<file path="config.mk">
export PLATFORM = sky130hd
export DESIGN_NAME = pipeline_ctrl
export DESIGN_NICKNAME = d
export VERILOG_FILES = /design/src/rtl/pipeline_ctrl_pkg.sv /design/src/rtl/pipeline_ctrl.sv
export SDC_FILE = /design/constraint.sdc
export NUM_CORES = 1
export LEC_CHECK = 0
export BUFFER_PORTS_ARGS = -buffer_cell sky130_fd_sc_hd__buf_2
export CORE_MARGIN = 8
export CORE_UTILIZATION = 40
export DETAILED_ROUTE_END_ITERATION = 12
export PLACE_DENSITY_LB_ADDON = 0.12
export SETUP_SLACK_MARGIN = 0.02
export SYNTH_ARGS = -nofsm -noshare
export SYNTH_HDL_FRONTEND = slang
export SYNTH_SLANG_ARGS = --single-unit
export TNS_END_PERCENT = 30
</file>
<file path="constraint.sdc">
create_clock -name clk -period 1.4 [get_ports clk]
set_input_delay 0.28 -clock clk [delete_from_list [all_inputs] [get_ports clk]]
set_output_delay 0.28 -clock clk [all_outputs]
set_load 0.005 [all_outputs]
</file>
<file path="src/rtl/pipeline_ctrl_pkg.sv">
// Shared hazard-level types for the stall/flush sequencer.
//   ctrl_state_t         : sequencer FSM states
//   RECOVER_CYCLES_DEF   : default front-end hold after a redirect
//   STALL_* / FLUSH_*    : bit positions inside the packed stall/flush vectors
package pipeline_ctrl_pkg;

  typedef enum logic [2:0] {
    INIT,
    RUN,
    RECOVER,
    DRAIN_PRE,
    PASS,
    DRAIN_POST
  } ctrl_state_t;

  localparam int unsigned RECOVER_CYCLES_DEF = 2;

  // stall vector {F,D,R,I,S,E,C}, flush vector {D,R,I,S,E,C}
  localparam logic [6:0] STALL_NONE   = 7'b0000000;
  localparam logic [6:0] STALL_FRONT  = 7'b1110000;
  localparam logic [6:0] STALL_PC     = 7'b1000000;
  localparam logic [5:0] FLUSH_NONE   = 6'b000000;
  localparam logic [5:0] FLUSH_ALL    = 6'b111111;
  localparam logic [5:0] FLUSH_IREG   = 6'b001000;
  localparam logic [5:0] FLUSH_DREG   = 6'b100000;

endpackage

</file>
<file path="src/rtl/pipeline_ctrl.sv">
// Central stall/flush sequencer for the out-of-order pipeline.
// Inputs : clk, resetn (async, active-low), iq_full, rob_full, pd_fail,
//          imem_busy, redirect, serialize_req, rob_empty
// Outputs: stallF..stallC (hold pc / pipeline register),
//          flushD..flushC (load bubble), busy (state != RUN)
// All outputs are combinational from state and inputs; a flush on a stage
// always overrides a stall on the same stage.
module pipeline_ctrl
  import pipeline_ctrl_pkg::*;
#(
  parameter int unsigned RECOVER_CYCLES = RECOVER_CYCLES_DEF,
  parameter int unsigned CNT_W          = $clog2(RECOVER_CYCLES + 1)
) (
  input  logic clk,
  input  logic resetn,
  input  logic iq_full,
  input  logic rob_full,
  input  logic pd_fail,
  input  logic imem_busy,
  input  logic redirect,
  input  logic serialize_req,
  input  logic rob_empty,
  output logic stallF,
  output logic stallD,
  output logic stallR,
  output logic stallI,
  output logic stallS,
  output logic stallE,
  output logic stallC,
  output logic flushD,
  output logic flushR,
  output logic flushI,
  output logic flushS,
  output logic flushE,
  output logic flushC,
  output logic busy
);

  ctrl_state_t state, stateNext;
  logic [CNT_W-1:0] cnt, cntNext;
  logic [6:0] stallRaw;
  logic [5:0] flushRaw;
  logic structStall;

  assign structStall = iq_full | rob_full | pd_fail;

  always_ff @(posedge clk or negedge resetn) begin
    if (!resetn) begin
      state <= INIT;
      cnt   <= '0;
    end else begin
      state <= stateNext;
      cnt   <= cntNext;
    end
  end

  always_comb begin
    stateNext = state;
    cntNext   = cnt;
    stallRaw  = STALL_NONE;
    flushRaw  = FLUSH_NONE;

    if (state == INIT) begin
      stallRaw  = STALL_PC;
      flushRaw  = FLUSH_ALL;
      stateNext = RUN;
    end else if (redirect) begin
      // pc register must load the redirect target, so stallF stays low
      flushRaw  = FLUSH_ALL;
      stateNext = RECOVER;
      cntNext   = CNT_W'(RECOVER_CYCLES);
    end else begin
      unique case (state)
        RUN: begin
          // a serializing instruction is held at rename until the ROB drains
          if (structStall || serialize_req) begin
            stallRaw = STALL_FRONT;
            flushRaw = FLUSH_IREG;
          end else if (imem_busy) begin
            flushRaw = FLUSH_DREG;
          end
          if (serialize_req) stateNext = DRAIN_PRE;
        end
        RECOVER: begin
          stallRaw = STALL_PC;
          flushRaw = FLUSH_DREG;
          cntNext  = cnt - CNT_W'(1);
          if (cnt == CNT_W'(1)) stateNext = RUN;
        end
        DRAIN_PRE: begin
          stallRaw = STALL_FRONT;
          flushRaw = FLUSH_IREG;
          if (rob_empty) stateNext = PASS;
        end
        PASS: begin
          if (structStall) begin
            stallRaw = STALL_FRONT;
            flushRaw = FLUSH_IREG;
          end else begin
            stateNext = DRAIN_POST;
          end
        end
        DRAIN_POST: begin
          stallRaw = STALL_FRONT;
          flushRaw = FLUSH_IREG;
          if (rob_empty) stateNext = RUN;
        end
        default: stateNext = INIT;
      endcase
    end
  end

  assign stallF = stallRaw[6];
  assign {stallD, stallR, stallI, stallS, stallE, stallC} = stallRaw[5:0] & ~flushRaw;
  assign {flushD, flushR, flushI, flushS, flushE, flushC} = flushRaw;
  assign busy = (state != RUN);

endmodule
</file>
==> results.cfg, run 1 <==
[run_status]
status = finished with violations
violations = setup timing

[logic_synthesis]
syn_inst = 66
async_reset_ff_share_pct = 100.0
synth_ff_type = dfrtp_1
synth_area_sq_um = 536.8
synth.avg_cell_area_sq_um = 8.133
synth_warnings = 0
synth_edf_count = 0
yosysSeqAreaShare_pct = 23.31
ys_ff_latch = 5
yosysUniqueCellTypes = 33

[place]
place_ws_ps = -251.9
dp_hpwl_mm = 1.115
gp_congestion = 0.8217
dpl.cell_count = 106
io_buffers = 18

[routing]
first_pass_iters = 4
ant_nets = 0
first_iter_violations = 15
via_count = 606
totalWireLength_mm = 1.646
routedWlPerCell_microns = 14.19
drc = 0
avgViaCountPerCell = 5.224

[worst_hold_path]
hold_class = input port to flop

[worst_setup_path]
worstPathCellList = nor2_1 > nand2_1 > or3_1 > a31o_1 > buf_2
start_kind = flop
slowest_delay_ps = 430
arrival_ps = 1460
end_kind = primary output
slowest_stage = dfrtp_2
required_ps = 1120
worst-setup-path-type = flop to primary output
regToRegSetupSlack_ps = -190
crit_fanout = 4

[clocking]
cts_root_buf = clkbuf_4
cts_tree = done
clk_path_buf_depth = 2
cts_buffers = 3
htreeDepth = 1
clock_latency_ps = 260
cts.sinks = 5
path_clk_slew_ps = 40

[timing]
fmax_ghz = 0.5749
fin_crit_ps = 1740
whs_ps = 333.2
setup_viol = 12
final-hold-violation-count = 0
tns_ps = -3165
fin_crit_sh_pct = 124.3
layout_setup_ws_ps = -339.5
skew_ps = 7.096
rsz0062_at_grt = yes
drv_slew = 0

[power_and_ir_drop]
pwr_density_cell_nw_per_um2 = 2030
leakage_nw = 0.4287
vdd_ir_drop_max_mv = 0.9245

[die]
die_h_microns = 52.63
die_x_microns = 52.63
start_util_pct = 41.77
die_area_sq_um = 2770
io_pins = 23
rows = 13
core_region_area_sq_um = 1285

[layout]
fin_nets = 112
antenna_cells = 0
final_common_cell = buf_4
drive_gt1_share_pct = 56.44
area_growth_pct = 58.74
final_cell_mix = buf_4 (18), buf_2 (17), nor2_1 (5), a21oi_1 (5)
final_cells = 116

[global_routing]
grt_usage_pct = 11.75
grt_max_degree = 12
grt_pass1_wl_mm = 2.359
grt_pass1_vias = 555
antenna_found_initial = 0
globalRouteOverflowTotal = 0

[run]
drv_cap = 0
registers in the layout, summed over array words and instances, names as in the netlist:
register,count
state,3
cnt,2
kinds of logic (layout without fill, tap and decap cells):
group           count (synthesis)  after routing  synth area share, %
xor+xnor                        1              1                1.632
fa+ha+maj                       1              1                2.331
mux                             3              3                6.293
other cells                     1              4               0.6986
compound gates                 20             20                26.11
flops                           5              5                23.31
buf+inv                        14             46                16.55
simple gates                   21             21                23.08
per-stage QoR:
stage / util, % / total power [mW] / instance area (sq um)
2_1_floorplan: - / 0.8639 / 561.8
3_3_place_gp: 55.21 / 1.223 / 709.4
5_1_grt: 66.31 / 1.844 / 852.1
3_5_place_dp: 55.21 / 1.242 / 709.4
4_1_cts: 62.03 / 1.590 / 797.0
6_report: 66.31 / 1.730 / 852.1
power by group:
group	total, mW	switching (mW)	internal, mW
logic	1.26	0.545	0.718
registers	0.287	0.0716	0.215
clock network	0.180	0.0713	0.108
worst max-delay path: cells and delay by family (launching register included):
family                 cells  cell delay (ps)
buffers and inverters      1              120
DFF                        1              430
AOI/OAI and AO/OA          1              170
and+or+nand+nor            3              490
cells in the mapped netlist (2+ instances only):
master / count / area [sq um]
a2111oi_0: 2 / 17.52
dfrtp_1: 5 / 125.1
o21ai_0: 3 / 15.01
nand2_1: 3 / 11.26
nor2_1: 6 / 22.52
buf_2: 2 / 10.01
o22ai_1: 2 / 12.51
a21oi_1: 6 / 30.03
clkbuf_1: 2 / 7.510
inv_1: 2 / 7.510
buf_4: 7 / 52.55
nand2b_1: 3 / 18.77
o21bai_1: 2 / 15.01
mux2_1: 2 / 22.52
layer usage:
layer  vias up  share of wire [%]  global-route usage, %
met1       286                 41                  11.70
met4         0                2.2                  7.759
li1        295                  -                      -
met2        20                 51                  19.57
met5         -                  0                      0
met3         5                5.9                  4.830
final timing paths:
kind                                       from                   end  cells past startpoint
max                        state[1]$_DFFE_PN0P_                flushI                      5
min                                   rob_empty  state[2]$_DFFE_PN0P_                      3
max reg2reg                state[1]$_DFFE_PN0P_  state[1]$_DFFE_PN0P_                      6
min reg2reg                  cnt[1]$_DFFE_PN0P_    cnt[1]$_DFFE_PN0P_                      3
max in group asynchronous                resetn  state[1]$_DFFE_PN0P_                      2
min in group asynchronous                resetn    cnt[1]$_DFFE_PN0P_                      2
area by class of cell:
cell class	count	area, sq um
Inverter	2	7.507
Multi-Input combinational cell	50	396.6
Sequential cell	5	127.6
Timing Repair Buffer	40	275.3
Fill cell	105	432.9
Tap cell	15	18.77
Clock buffer	4	26.28
what timing repair did:
action | CTS | global route
hold buffers | 1 | 0
pin swaps | 2 | 3
setup endpoints to repair | 12 | 12
hold endpoints to repair | 5 | 0
buffers inserted | 3 | 3
resized for setup | 8 | 8
gates cloned | 0 | 0
No activity file was read; power rests on OpenSTA's default activity.
==> run 2: changes to the inputs <==
--- a/config.mk
+++ b/config.mk
@@ -6,8 +6,10 @@
 export NUM_CORES = 1
 export LEC_CHECK = 0
 export BUFFER_PORTS_ARGS = -buffer_cell sky130_fd_sc_hd__buf_2
-export CORE_MARGIN = 8
-export CORE_UTILIZATION = 40
+export CELL_PAD_IN_SITES_DETAIL_PLACEMENT = 1
+export CELL_PAD_IN_SITES_GLOBAL_PLACEMENT = 2
+export CORE_MARGIN = 2
+export CORE_UTILIZATION = 22
 export DETAILED_ROUTE_END_ITERATION = 12
 export PLACE_DENSITY_LB_ADDON = 0.12
 export SETUP_SLACK_MARGIN = 0.02
==> run 2 against run 1 <==
  * The flow still finishes with violations (setup timing)
  * First-iteration DRC count fell by 87%
  * Count of clock-buffer cells in the layout unchanged
  * Via count is 1.2% lower
  * Non-clock buffer count rose by 2
  * Sequential power shrank 7%
  * Clock skew fell by 1.3 ps
  * Sequential share of layout area fell by 0.51 points
  * Largest power group unchanged
  * Highest routed layer unchanged
==> results.cfg, run 2 (synthesis gave the netlist of run 1 again) <==
[worst_setup_path]
start_kind = input port
worst-setup-path-type = input port to primary output
required_ps = 1120
crit_fanout = 5
arrival_ps = 1430
end_kind = primary output

[clocking]
cts_tree = done
clk_path_buf_depth = 2
path_clk_slew_ps = 40
htreeDepth = 1
clock_latency_ps = 250
cts.sinks = 5
cts_buffers = 3
cts_root_buf = clkbuf_4

[global_routing]
grt_pass1_wl_mm = 2.366
grt_usage_pct = 11.66
globalRouteOverflowTotal = 0
grt_pass1_vias = 552
grt_max_degree = 13
antenna_found_initial = 0

[die]
die_h_microns = 53.40
io_pins = 23
start_util_pct = 23.81
rows = 17
core_region_area_sq_um = 2255
die_area_sq_um = 2851
die_x_microns = 53.40

[layout]
regMostFlops = state
final_core_utilization_pct = 38.73
final_cells = 131
largest_register_ff_count = 3
antenna_cells = 0
final_cell_mix = buf_4 (20), buf_2 (18), nor2_1 (5), a21oi_1 (5)
drive_gt1_share_pct = 55.34
area_growth_pct = 62.70
biggestRegsByFlops = state (3), cnt (2)
fin_nets = 114
final_common_cell = buf_4

[timing]
final-hold-violation-count = 0
skew_ps = 5.753
fin_crit_sh_pct = 122.3
fmax_ghz = 0.5841
fin_crit_ps = 1712
drv_slew = 0
layout_setup_ws_ps = -312.1
rsz0062_at_grt = yes
setup_viol = 11

[routing]
drc = 0
via_count = 599
totalWireLength_mm = 1.477
routedWlPerCell_microns = 11.27
first_iter_violations = 2
avgViaCountPerCell = 4.573
ant_nets = 0
first_pass_iters = 3

[place]
io_buffers = 18
dp_hpwl_mm = 1.140
gp_congestion = 0.6687
dpl.cell_count = 121

[power_and_ir_drop]
leakage_nw = 0.4282
pwr_density_cell_nw_per_um2 = 1833
vdd_ir_drop_max_mv = 0.8891

[worst_hold_path]
hold_class = input port to flop

[run_status]
violations = setup timing
status = finished with violations

[run]
drv_cap = 0
-- run 2: path summary, 6_finish.rpt --
path                                 startpoint                   end  slack (ps)  cells after the start
min in group asynchronous                resetn  state[0]$_DFFE_PN0P_         370                      2
max                                    rob_full                flushI        -310                      5
max reg2reg                state[0]$_DFFE_PN0P_  state[0]$_DFFE_PN0P_        -180                      6
min                                   rob_empty  state[2]$_DFFE_PN0P_         360                      3
max in group asynchronous                resetn  state[1]$_DFFE_PN0P_         890                      2
min reg2reg                  cnt[1]$_DFFE_PN0P_    cnt[1]$_DFFE_PN0P_         640                      3
-- run 2: timing repair --
action,CTS,global route
pin swaps,4,1
endpoints found under the setup margin,13,13
hold buffers,1,0
setup buffers,5,0
gates resized for setup,4,6
hold endpoints to repair,5,0
-- run 2: where the power goes --
part	total, mW	internal [mW]	leakage (nW)	switching [mW]
sequential	0.268	0.212	0.0592	0.0561
combinational	1.16	0.646	0.354	0.516
clock	0.170	0.108	0.0150	0.0625
-- run 2: metal layers --
metal | up-vias | track usage [%] | wire (microns)
met5 | - | 0 | 0
met4 | 0 | 2.564 | 15
met3 | 2 | 3.390 | 78
met2 | 15 | 20.58 | 767
met1 | 282 | 13.71 | 615
li1 | 300 | - | -
-- run 2: final cells by class --
type | instances | area, sq um
repair buffers | 42 | 292.8
inverters | 2 | 7.507
fillers | 287 | 1381
flip-flops and latches | 5 | 126.4
clock buffers | 4 | 26.28
well taps | 28 | 35.03
multi-input cells | 50 | 385.4
-- run 2: per-stage QoR --
step	setup slack, ps	instance area [sq um]	setup TNS (ps)	total power [mW]	hold slack, ps
6_report	-312.1	873.3	-2905	1.601	358.3
3_5_place_dp	-264.2	753.2	-1638	1.277	98.15
3_3_place_gp	-249.8	753.2	-1580	1.265	96.27
2_1_floorplan	-44.28	561.8	-249.0	0.8639	-15.59
5_1_grt	-429.9	873.3	-3849	1.754	371.7
4_1_cts	-361.2	842.1	-3094	1.570	354.4
-- run 2: worst max-delay path: stages --
cell and delay (ps):
buf_2 100, or3_4 410, or3_1 350, a31o_1 180, buf_2 120
==> run 3: changes to the inputs <==
--- a/config.mk
+++ b/config.mk
@@ -5,12 +5,14 @@
 export SDC_FILE = /design/constraint.sdc
 export NUM_CORES = 1
 export LEC_CHECK = 0
+export ABC_AREA = 1
 export BUFFER_PORTS_ARGS = -buffer_cell sky130_fd_sc_hd__buf_2
 export CELL_PAD_IN_SITES_DETAIL_PLACEMENT = 1
 export CELL_PAD_IN_SITES_GLOBAL_PLACEMENT = 2
 export CORE_MARGIN = 2
-export CORE_UTILIZATION = 22
+export CORE_UTILIZATION = 20
 export DETAILED_ROUTE_END_ITERATION = 12
+export GPL_ROUTABILITY_DRIVEN = 0
 export PLACE_DENSITY_LB_ADDON = 0.12
 export SETUP_SLACK_MARGIN = 0.02
 export SYNTH_ARGS = -nofsm -noshare
==> run 3 against run 2 <==
  * The flow still finishes with violations (setup timing)
  * Critical endpoint is now stallF
  * Register-to-register slack improved by 210 ps
  * Worst setup slack improved by 110 ps
  * Largest cell class unchanged
  * First-iteration DRC count rose to 9.0 times the previous value
  * Count of clock-buffer cells in the layout fell by 1
  * Synthesized cell count rose by 38%
  * Area after synthesis rose by 0.93%
  * Wire length rose by 12%
==> results.cfg, run 3 <==
[run_status]
status = finished with violations
violations = setup timing

[routing]
via_count = 645
drc = 0
routedWlPerCell_microns = 10.69
first_pass_iters = 3
totalWireLength_mm = 1.647
ant_nets = 0
first_iter_violations = 18
avgViaCountPerCell = 4.188

[die]
die_area_sq_um = 3141
core_region_area_sq_um = 2522
die_x_microns = 56.05
rows = 18
die_h_microns = 56.05
start_util_pct = 21.48
io_pins = 23

[logic_synthesis]
yosysMostFrequentCell = nand2_1
yosysSeqAreaShare_pct = 23.09
async_reset_ff_share_pct = 100.0
synthTopCellsByArea = dfrtp_1 (23%), nand2_1 (17%), buf_4 (9.7%)
synth_area_sq_um = 541.8
synth_edf_count = 0
synth_commonest_cells = nand2_1 (24), inv_1 (14), nor2_1 (11), nand3_1 (10), buf_4 (7)
synth.avg_cell_area_sq_um = 5.954
yosysTopAreaCellShare_pct = 23.09
ys_ff_latch = 5
synth_ff_type = dfrtp_1
yosys.area.top_type = dfrtp_1
synth_warnings = 0
syn_inst = 91
yosysUniqueCellTypes = 17

[timing]
rsz0062_at_grt = yes
drv_slew = 0
final-hold-violation-count = 0
fin_crit_sh_pct = 114.3
whs_ps = 371.4
setup_viol = 10
fmax_ghz = 0.6249
layout_setup_ws_ps = -200.2
tns_ps = -1438
fin_crit_ps = 1600
skew_ps = 2.398

[global_routing]
grt_pass1_vias = 581
antenna_found_initial = 0
globalRouteOverflowTotal = 0
grt_max_degree = 8
grt_usage_pct = 10.66
grt_pass1_wl_mm = 2.594

[clocking]
htreeDepth = 1
cts_root_buf = clkbuf_4
cts_tree = done
cts_buffers = 3
cts.sinks = 5
path_clk_slew_ps = 50
clk_path_buf_depth = 2
clock_latency_ps = 240

[worst_setup_path]
reg2reg_depth = 10
r2r_end = state[2]$_DFFE_PN0P_
worst-setup-path-type = flop to primary output
worstPathCellList = buf_4 > nand3_1 > nand3_2 > nor2_1 > nor2_1 > buf_2
slowest_stage = dfrtp_2
slowest_delay_ps = 450
crit_buf_inv = 2
cpMostUsedCell = nor2_1
required_ps = 1120
critical-path-top-delay-family = flip-flops
crit_fanout = 5
end_kind = primary output
cp.depth = 6
arrival_ps = 1320
worstReg2RegStart = state[2]$_DFFE_PN0P_
regToRegSetupSlack_ps = 30
start_kind = flop

[place]
place_ws_ps = -46.77
dpl.cell_count = 144
dp_hpwl_mm = 1.326
io_buffers = 18

[power_and_ir_drop]
leakage_nw = 0.4584
pwr_density_cell_nw_per_um2 = 2220
p_total_mw = 1.783
vdd_ir_drop_max_mv = 0.8027

[layout]
final_cells = 154
regMostFlops = state
fin_nets = 135
drive_gt1_share_pct = 46.77
final_cell_mix = nand2_1 (21), buf_2 (18), buf_4 (15)
largest_register_ff_count = 3
biggestRegsByFlops = state (3), cnt (2)
final.fill_count = 340
antenna_cells = 0
final_common_cell = nand2_1
area_growth_pct = 48.27

[worst_hold_path]
hold_end = state[0]$_DFFE_PN0P_
hold_start = serialize_req
hold_class = input port to flop
whs_path_depth = 4

[run]
drv_cap = 0
-- run 3: changes by cell type in the layout (fill, tap and decap cells not counted), moves of 3 or more --
cell / previous run / this run
nor2_1: 5 / 9
nand2_2: 0 / 5
nand2b_1: 3 / 0
inv_1: 2 / 9
buf_4: 20 / 15
nand3_1: 1 / 8
a21oi_1: 5 / 0
nand4_1: 0 / 3
nand2_1: 3 / 21
inv_2: 0 / 6
-- run 3: worst max-delay path by stage --
stage                    startpoint  endpoint  slack [ps]
6_report       state[0]$_DFFE_PN0P_    stallF        -200
5_1_grt        state[2]$_DFFE_PN0P_    stallF        -310
4_1_cts        state[2]$_DFFE_PN0P_    stallF        -210
3_5_place_dp   state[2]$_DFFE_PN0P_    stallF         -50
3_3_place_gp   state[2]$_DFFE_PN0P_    stallD         -40
2_1_floorplan  state[2]$_DFFE_PN0P_    flushE          60
-- run 3: cell families (layout without fill, tap and decap cells) --
kind of cell             Yosys count  after routing  share of synthesized area (%)
AND/OR/NAND/NOR                   52             52                          41.57
buffers and inverters             24             54                          24.25
AO/OA/AOI/OAI                      8              8                          8.083
flip-flops                         5              5                          23.09
adder cells (fa/ha/maj)            1              1                          2.309
other                              1              4                         0.6922
-- run 3: report_power, final --
group / switching [mW] / total, mW / internal [mW]
clock: 0.0611 / 0.164 / 0.103
sequential: 0.0925 / 0.322 / 0.229
combinational: 0.667 / 1.30 / 0.630
-- run 3: layer usage --
layer	track usage (%)	share of wire [%]
met1	14.11	47
met2	16.81	48
met5	0	0
met3	3.721	4.5
met4	2.041	0.36
-- run 3: repair_timing --
| action | in CTS | in global routing |
|---|---|---|
| endpoints found under the setup margin | 10 | 13 |
| hold buffers | 1 | 0 |
| pin swaps | 5 | 1 |
| gates resized for setup | 13 | 5 |
| buffers inserted | 3 | 3 |
| endpoints found under the hold margin | 5 | 0 |
-- run 3: area by class of cell --
| class | instances | area [sq um] | area share [%] |
|---|---|---|---|
| inverters | 15 | 56.30 | 7.009 |
| clock inverters | 1 | 5.005 | 0.6231 |
| flip-flops and latches | 5 | 128.9 | 16.04 |
| multi-input cells | 65 | 329.1 | 40.97 |
| repair buffers | 35 | 224.0 | 27.88 |
| clock buffers | 3 | 22.52 | 2.804 |
| well taps | 30 | 37.54 | 4.673 |
-- run 3: through the flow --
stage	instance area (sq um)	util, %
6_report	803.3	31.85
4_1_cts	768.2	30.46
3_3_place_gp	688.2	27.28
3_5_place_dp	688.2	27.28
2_1_floorplan	553.0	-
5_1_grt	803.3	31.85
-- run 3: worst register-to-register path, cell delays in order (launching register included) --
cell,delay [ps]
dfrtp_2,450
inv_2,90
nand2_2,60
nor2_4,110
buf_4,120
buf_6,90
nand2_1,40
nand2_1,60
nand2_2,70
nand3_1,100
nand2_1,60
